$ cat src/rtl/bus_master_arbiter_pkg.sv
// bus_master_arbiter_pkg: shared widths, request record and FSM states for the bus master arbiter.
package bus_master_arbiter_pkg;
  localparam int AddrWidth = 32;
  localparam int DataWidth = 32;
  typedef enum logic [2:0] {IDLE, ISSUE, WAIT_BUSY, WAIT_DONE, RESP, GAP} arb_state_t;
  typedef struct packed {
    logic                 we;
    logic [3:0]           we_ram;
    logic [AddrWidth-1:0] address;
    logic [DataWidth-1:0] data;
  } bus_req_t;
  function automatic int next_idx(input int i, input int n);
    return (i + 1 >= n) ? 0 : i + 1;
  endfunction
endpackage

$ cat src/rtl/bus_master_arbiter_if.sv
// bus_master_arbiter_if: requester-side and shared-bus signals; slave is the arbiter view.
interface bus_master_arbiter_if import bus_master_arbiter_pkg::*; #(
  parameter int NumMasters = 2
);
  logic [NumMasters-1:0]                req_i;
  logic [NumMasters-1:0]                we_i;
  logic [NumMasters-1:0][3:0]           we_ram_i;
  logic [NumMasters-1:0][AddrWidth-1:0] address_i;
  logic [NumMasters-1:0][DataWidth-1:0] wdata_i;
  logic [NumMasters-1:0]                ack_o;
  logic [NumMasters-1:0]                err_o;
  logic [DataWidth-1:0]                 rdata_o;
  logic [NumMasters-1:0]                grant_o;
  logic                                 bus_we_o;
  logic [3:0]                           bus_we_ram_o;
  logic [AddrWidth-1:0]                 bus_address_o;
  logic [DataWidth-1:0]                 bus_data_o;
  logic [DataWidth-1:0]                 bus_data_i;
  logic                                 bus_busy_i;
  modport slave (
    input  req_i, we_i, we_ram_i, address_i, wdata_i, bus_data_i, bus_busy_i,
    output ack_o, err_o, rdata_o, grant_o, bus_we_o, bus_we_ram_o, bus_address_o, bus_data_o
  );
  modport master (
    output req_i, we_i, we_ram_i, address_i, wdata_i, bus_data_i, bus_busy_i,
    input  ack_o, err_o, rdata_o, grant_o, bus_we_o, bus_we_ram_o, bus_address_o, bus_data_o
  );
endinterface

$ cat src/rtl/bus_master_arbiter_rr_arbiter.sv
// rr_arbiter: one-hot round-robin select from req and pointer; pointer moves past the owner on adv_i.
module rr_arbiter import bus_master_arbiter_pkg::*; #(
  parameter int NumMasters = 2
) (
  input  logic                  clk_i,
  input  logic                  reset_i,
  input  logic [NumMasters-1:0] req_i,
  input  logic [NumMasters-1:0] gnt_i,
  input  logic                  adv_i,
  output logic [NumMasters-1:0] sel_o
);
  localparam int PW = $clog2(NumMasters);
  logic [PW-1:0]           ptr_q, ptr_d;
  logic [2*NumMasters-1:0] rot2, sel2;
  logic [NumMasters-1:0]   rot, first;
  int                      gidx;
  // rotate so the pointer sits at bit 0, take the lowest set bit, rotate back
  always_comb begin
    rot2  = {req_i, req_i} >> ptr_q;
    rot   = rot2[NumMasters-1:0];
    first = rot & (~rot + NumMasters'(1));
    sel2  = {first, first} << ptr_q;
    sel_o = sel2[2*NumMasters-1:NumMasters];
  end
  always_comb begin
    gidx = 0;
    for (int k = 0; k < NumMasters; k++) gidx = gnt_i[k] ? k : gidx;
    ptr_d = PW'(next_idx(gidx, NumMasters));
  end
  always_ff @(posedge clk_i) begin
    if (reset_i) ptr_q <= '0;
    else if (adv_i) ptr_q <= ptr_d;
  end
endmodule

$ cat src/rtl/bus_master_arbiter.sv
// bus_master_arbiter: round-robin owner of the shared CPU bus; BUS_MASTER_ARBITER_TIMEOUT_EN adds a WAIT_DONE abort.
module bus_master_arbiter import bus_master_arbiter_pkg::*; #(
  parameter int                   NumMasters    = 2,
  parameter int                   BusyStartWait = 4,
  parameter int                   TimeoutCycles = 1024,
  parameter logic [AddrWidth-1:0] IdleAddress   = '0
) (
  input logic                  clk_i,
  input logic                  reset_i,
  bus_master_arbiter_if.slave  bus
);
  localparam int CW = $clog2(BusyStartWait + 1);
  arb_state_t                      state_q;
  bus_req_t [NumMasters-1:0]       reqs;
  bus_req_t                        sel_req;
  logic [NumMasters-1:0]           sel, grant_q, ack_q;
  logic [DataWidth-1:0]            rdata_q, bus_data_q;
  logic [AddrWidth-1:0]            bus_addr_q;
  logic                            bus_we_q;
  logic [3:0]                      bus_we_ram_q;
  logic [CW-1:0]                   cnt_q;
  logic                            done, tmo_hit;
  always_comb begin
    sel_req = '0;
    for (int k = 0; k < NumMasters; k++) begin
      reqs[k] = '{we: bus.we_i[k], we_ram: bus.we_ram_i[k], address: bus.address_i[k], data: bus.wdata_i[k]};
      sel_req = sel[k] ? sel_req | reqs[k] : sel_req;
    end
  end
  rr_arbiter #(.NumMasters(NumMasters)) u_rr (
    .clk_i   (clk_i),
    .reset_i (reset_i),
    .req_i   (bus.req_i),
    .gnt_i   (grant_q),
    .adv_i   (state_q == RESP),
    .sel_o   (sel)
  );
`ifdef BUS_MASTER_ARBITER_TIMEOUT_EN
  logic [31:0]           tmo_q;
  logic [NumMasters-1:0] err_q;
  assign tmo_hit   = state_q == WAIT_DONE && bus.bus_busy_i && tmo_q == 32'(TimeoutCycles - 1);
  assign bus.err_o = err_q;
`else
  assign tmo_hit   = 1'b0;
  assign bus.err_o = '0;
`endif
  // expiry of the busy-start window means a same-clock target already answered
  assign done = (state_q == WAIT_BUSY && !bus.bus_busy_i && cnt_q == CW'(BusyStartWait - 1)) ||
                (state_q == WAIT_DONE && !bus.bus_busy_i) || tmo_hit;
  always_ff @(posedge clk_i) begin
    if (reset_i) begin
      state_q      <= IDLE;
      grant_q      <= '0;
      ack_q        <= '0;
      rdata_q      <= '0;
      bus_we_q     <= 1'b0;
      bus_we_ram_q <= '0;
      bus_addr_q   <= IdleAddress;
      bus_data_q   <= '0;
      cnt_q        <= '0;
`ifdef BUS_MASTER_ARBITER_TIMEOUT_EN
      tmo_q        <= '0;
      err_q        <= '0;
`endif
    end else begin
      ack_q <= '0;
`ifdef BUS_MASTER_ARBITER_TIMEOUT_EN
      err_q <= '0;
`endif
      if (done) begin
        state_q    <= RESP;
        ack_q      <= grant_q;
        rdata_q    <= tmo_hit ? '0 : bus.bus_data_i;
        bus_addr_q <= IdleAddress;
        bus_data_q <= '0;
`ifdef BUS_MASTER_ARBITER_TIMEOUT_EN
        err_q      <= tmo_hit ? grant_q : '0;
`endif
      end else begin
        case (state_q)
          IDLE: if (|bus.req_i) begin
            state_q <= ISSUE;
            grant_q <= sel;
            {bus_we_q, bus_we_ram_q, bus_addr_q, bus_data_q} <= sel_req;
          end
          ISSUE: begin
            state_q      <= WAIT_BUSY;
            bus_we_q     <= 1'b0;
            bus_we_ram_q <= '0;
            cnt_q        <= '0;
          end
          WAIT_BUSY: if (bus.bus_busy_i) begin
            state_q <= WAIT_DONE;
`ifdef BUS_MASTER_ARBITER_TIMEOUT_EN
            tmo_q   <= '0;
`endif
          end else cnt_q <= cnt_q + CW'(1);
          WAIT_DONE: begin
`ifdef BUS_MASTER_ARBITER_TIMEOUT_EN
            tmo_q <= tmo_q + 32'd1;
`endif
          end
          RESP: begin
            state_q <= GAP;
            grant_q <= '0;
            rdata_q <= '0;
          end
          default: state_q <= IDLE;
        endcase
      end
    end
  end
  assign bus.ack_o         = ack_q;
  assign bus.rdata_o       = rdata_q;
  assign bus.grant_o       = grant_q;
  assign bus.bus_we_o      = bus_we_q;
  assign bus.bus_we_ram_o  = bus_we_ram_q;
  assign bus.bus_address_o = bus_addr_q;
  assign bus.bus_data_o    = bus_data_q;
endmodule

$ cat src/flat_wrapper.sv
// flat-port wrapper written by rule: the top's interface ports become plain ports
module bus_master_arbiter_flat import bus_master_arbiter_pkg::*;
#(
  parameter int                   NumMasters    = 2,
  parameter int                   BusyStartWait = 4,
  parameter int                   TimeoutCycles = 1024,
  parameter logic [AddrWidth-1:0] IdleAddress   = '0
)
  (clk_i, reset_i, bus_req_i, bus_we_i, bus_we_ram_i, bus_address_i, bus_wdata_i, bus_bus_data_i, bus_bus_busy_i, bus_ack_o, bus_err_o, bus_rdata_o, bus_grant_o, bus_bus_we_o, bus_bus_we_ram_o, bus_bus_address_o, bus_bus_data_o);
  bus_master_arbiter_if #(.NumMasters(NumMasters)) bus_i ();
  input logic clk_i;
  input logic reset_i;
  input wire logic [$bits(bus_i.req_i)-1:0] bus_req_i;
  input wire logic [$bits(bus_i.we_i)-1:0] bus_we_i;
  input wire logic [$bits(bus_i.we_ram_i)-1:0] bus_we_ram_i;
  input wire logic [$bits(bus_i.address_i)-1:0] bus_address_i;
  input wire logic [$bits(bus_i.wdata_i)-1:0] bus_wdata_i;
  input wire logic [$bits(bus_i.bus_data_i)-1:0] bus_bus_data_i;
  input wire logic [$bits(bus_i.bus_busy_i)-1:0] bus_bus_busy_i;
  output wire logic [$bits(bus_i.ack_o)-1:0] bus_ack_o;
  output wire logic [$bits(bus_i.err_o)-1:0] bus_err_o;
  output wire logic [$bits(bus_i.rdata_o)-1:0] bus_rdata_o;
  output wire logic [$bits(bus_i.grant_o)-1:0] bus_grant_o;
  output wire logic [$bits(bus_i.bus_we_o)-1:0] bus_bus_we_o;
  output wire logic [$bits(bus_i.bus_we_ram_o)-1:0] bus_bus_we_ram_o;
  output wire logic [$bits(bus_i.bus_address_o)-1:0] bus_bus_address_o;
  output wire logic [$bits(bus_i.bus_data_o)-1:0] bus_bus_data_o;
  assign bus_i.req_i = bus_req_i;
  assign bus_i.we_i = bus_we_i;
  assign bus_i.we_ram_i = bus_we_ram_i;
  assign bus_i.address_i = bus_address_i;
  assign bus_i.wdata_i = bus_wdata_i;
  assign bus_i.bus_data_i = bus_bus_data_i;
  assign bus_i.bus_busy_i = bus_bus_busy_i;
  assign bus_ack_o = bus_i.ack_o;
  assign bus_err_o = bus_i.err_o;
  assign bus_rdata_o = bus_i.rdata_o;
  assign bus_grant_o = bus_i.grant_o;
  assign bus_bus_we_o = bus_i.bus_we_o;
  assign bus_bus_we_ram_o = bus_i.bus_we_ram_o;
  assign bus_bus_address_o = bus_i.bus_address_o;
  assign bus_bus_data_o = bus_i.bus_data_o;
  bus_master_arbiter #(.NumMasters(NumMasters), .BusyStartWait(BusyStartWait), .TimeoutCycles(TimeoutCycles), .IdleAddress(IdleAddress)) u_core (.clk_i(clk_i), .reset_i(reset_i), .bus(bus_i));
endmodule
$ cat config.mk
export PLATFORM = sky130hd
export DESIGN_NAME = bus_master_arbiter_flat
export DESIGN_NICKNAME = d
export VERILOG_FILES = /design/src/rtl/bus_master_arbiter_pkg.sv /design/src/rtl/bus_master_arbiter_if.sv /design/src/rtl/bus_master_arbiter_rr_arbiter.sv /design/src/rtl/bus_master_arbiter.sv /design/src/flat_wrapper.sv
export SDC_FILE = /design/constraint.sdc
export NUM_CORES = 1
export LEC_CHECK = 0
export ABC_AREA = 1
export BUFFER_PORTS_ARGS = -buffer_cell sky130_fd_sc_hd__clkbuf_2
export CORE_MARGIN = 2
export CORE_UTILIZATION = 35
export CTS_CLUSTER_DIAMETER = 40
export CTS_CLUSTER_SIZE = 28
export DETAILED_ROUTE_END_ITERATION = 7
export PLACE_DENSITY = 0.71
export SLEW_MARGIN = 20
export SYNTH_ARGS = -nofsm -noshare
export SYNTH_HDL_FRONTEND = slang
export SYNTH_SLANG_ARGS = --single-unit
$ cat constraint.sdc
create_clock -name clk_i -period 1.5 [get_ports clk_i]
set_input_delay 0.375 -clock clk_i [delete_from_list [all_inputs] [get_ports clk_i]]
set_output_delay 0.375 -clock clk_i [all_outputs]
set_load 0.01 [all_outputs]
==> reports/metrics.csv <==
metric,value,unit
syn_area,0.00539,mm^2
synth_compound_area_share,10.4,%
worst_skew_pair.late_latency,0.35,ns
p_leak,4.12,nW
dr.pass1.iters,4,
final_hold_viol_count,0,
wl_per_cell,12.9,um
start_util,35.6,%
synth-simple-area-share,40.6,%
endpoint_kind,register,
antenna_cells,0,
period_minus_slack,1.52,ns
layout_setup_ws,-0.0244,ns
pin_count,282,
synth_xor_area_share,0,%
violations,setup timing,
drc_errors,0,
clk_path_buf_depth,2,
setup_violations,14,
antenna_left,0,
synth_ff_type,dfxtp_1,
fin_nets,1208,
rsz0062_at_grt,yes,
cts_tree,done,
synthCells,749,
fp.dieH,128,um
grt_pass1_wl,24200,um
drv_cap,0,
hold_path.class,input pin to register,
drv_slew,0,
status,finished with violations,
cts_root_buffer,clkbuf_16,
whs,0.227,ns
synth_top_family_by_area,simple AND/OR/NAND/NOR gates,
grt_pass1_vias,5180,
layout-drive-gt1-share,42.6,%
arrival,1.82,ns
syn_area_per_cell,7.20,um^2
crit_type,register to register,
cp.required,1.79,ns
die_w,128,um
wirelength,15800,um
seqCellArea,0.00225,mm^2
drt_iter0_drc,235,
fmax,656,MHz
area_growth,41.9,%
grt_overflow,0,
vias_per_cell,4.59,
worst_setup_path_start_kind,register,
yosysSeqAreaShare,41.6,%
clock-sinks,112,
async_flop_share,0,%
rows,45,
synthMuxAreaShare,0,%
yosysWarnings,0,
fin_tns_setup,-0.147,ns
grt_max_degree,40,
multiInputGateArea,0.00288,mm^2
gp_congestion,0.812,
p_per_area,1050,mW/mm^2
synth-seq-cells,112,
num_vias,5615,
htree_levels,3,
finalCritPeriodShare,102,%
synth-edff-count,0,
synth_fa_ha_area_share,0.464,%
clock-skew-final,0.00619,ns
vdd_drop_max,0.803,mV
coreArea,0.0151,mm^2
dp_hpwl,11600,um
crit_path_max_fanout,7,
portBuffers,279,
numCtsBuffers,9,
die-area,0.0164,mm^2
path_clk_slew,0.07,ns
fillers,1505,
antenna_found_initial,0,
track_usage,18.4,%
synth_cell_types,28,
## where the power goes
part | switching [W] | internal [W]
combinational | 0.00127 | 0.000941
clock | 0.00108 | 0.00135
sequential | 0.000169 | 0.00324
## registers in the layout (all words and copies together) (netlist names)
signal,cells
u_core.bus.bus_address_o,32
u_core.bus.bus_data_o,32
u_core.bus.rdata_o,32
u_core.bus.bus_we_ram_o,4
u_core.cnt_q,3
u_core.state_q,3
u_core.bus.ack_o,2
u_core.bus.grant_o,2
u_core.bus.bus_we_o,1
u_core.u_rr.ptr_q,1
## per-layer routing
| layer | GRT usage, % | vias to the layer above | part of all wire (%) |
|---|---|---|---|
| met2 | 33.9 | 199 | 49 |
| met3 | 5.34 | 21 | 7.0 |
| met4 | 5.69 | 0 | 2.0 |
| li1 | - | 2896 | - |
| met1 | 20.4 | 2499 | 42 |
| met5 | 0 | - | 0 |
## cell usage after synthesis, types with 5 or more instances
cell type | number | area (um^2)
nand2_4 | 31 | 349
inv_1 | 11 | 41.3
nand2_1 | 391 | 1470
buf_2 | 19 | 95.1
a21oi_2 | 40 | 350
o21ai_0 | 5 | 25.0
dfxtp_1 | 112 | 2240
buf_6 | 7 | 78.8
clkbuf_1 | 17 | 63.8
nor2_1 | 13 | 48.8
nand3_1 | 43 | 215
a21oi_1 | 32 | 160
## worst max-delay path, cell delays in order (launching register included)
cell	delay [ns]
dfxtp_2	0.35
ha_4	0.14
ha_4	0.12
nand3_2	0.08
nand2_2	0.09
nand2_4	0.08
nor2_8	0.27
clkbuf_16	0.23
nand2_4	0.05
nand2_2	0.04
## cells in the final DEF, fill, tap and decap left out, drive strengths merged, types with 2 or more instances in the layout
cell	instances
a21boi	2
dfxtp	112
o21ai	5
ha	2
buf	36
inv	15
nand2	424
nand4	3
clkinvlp	2
nand3	44
nor2	18
clkbuf	294
a21oi	72
conb	2
## kinds of logic after synthesis
family / Yosys count
other: 1
AO/OA/AOI/OAI: 80
buffers and inverters: 63
AND/OR/NAND/NOR: 491
adder cells (fa/ha/maj): 2
flip-flops: 112
## timing repair
action | 4_1_cts | 5_1_grt
endpoints found under the setup margin | 33 | 102
resized for setup | 2 | 28
cloned | 0 | 3
pin swaps | 0 | 40
endpoints found under the hold margin | 0 | 0
setup buffers | 1 | 2
hold buffers | 0 | 0
## worst paths after layout
path                                      start                             endpoint  slack [ns]  cells past startpoint
max reg2reg        u_core.cnt_q[1]$_SDFFE_PP0P_  u_core.bus.rdata_o[11]$_SDFFE_PP0P_       -0.02                      9
max                u_core.cnt_q[1]$_SDFFE_PP0P_  u_core.bus.rdata_o[11]$_SDFFE_PP0P_       -0.02                      9
min reg2reg  u_core.bus.grant_o[0]$_SDFFE_PP0P_       u_core.bus.ack_o[0]$_SDFF_PP0_        0.46                      2
min                           bus_bus_data_i[1]   u_core.bus.rdata_o[1]$_SDFFE_PP0P_        0.23                      3
## per-stage QoR
step	total power (W)	std cells	util (%)	area [um^2]	setup slack (ns)
final	0.00805	1224	50.5	7650	-0.0244
after global placement	0.00561	1202	47.3	7160	-0.0205
after detailed placement	0.00563	1202	47.3	7160	-0.0492
after CTS	0.00810	1219	49.4	7470	-0.00474
after global routing	0.00853	1224	50.5	7650	-0.0825
after floorplan	0.00468	750	-	5400	0.0650
## area by class of cell
class	instances	area share, %
multi-input cells	575	37.6
flip-flops and latches	112	29.4
repair buffers	318	25.3
clock buffers	12	3.22
well taps	188	3.07
inverters	15	0.736
clock inverters	4	0.703
Power figures use the tool's default switching activity.
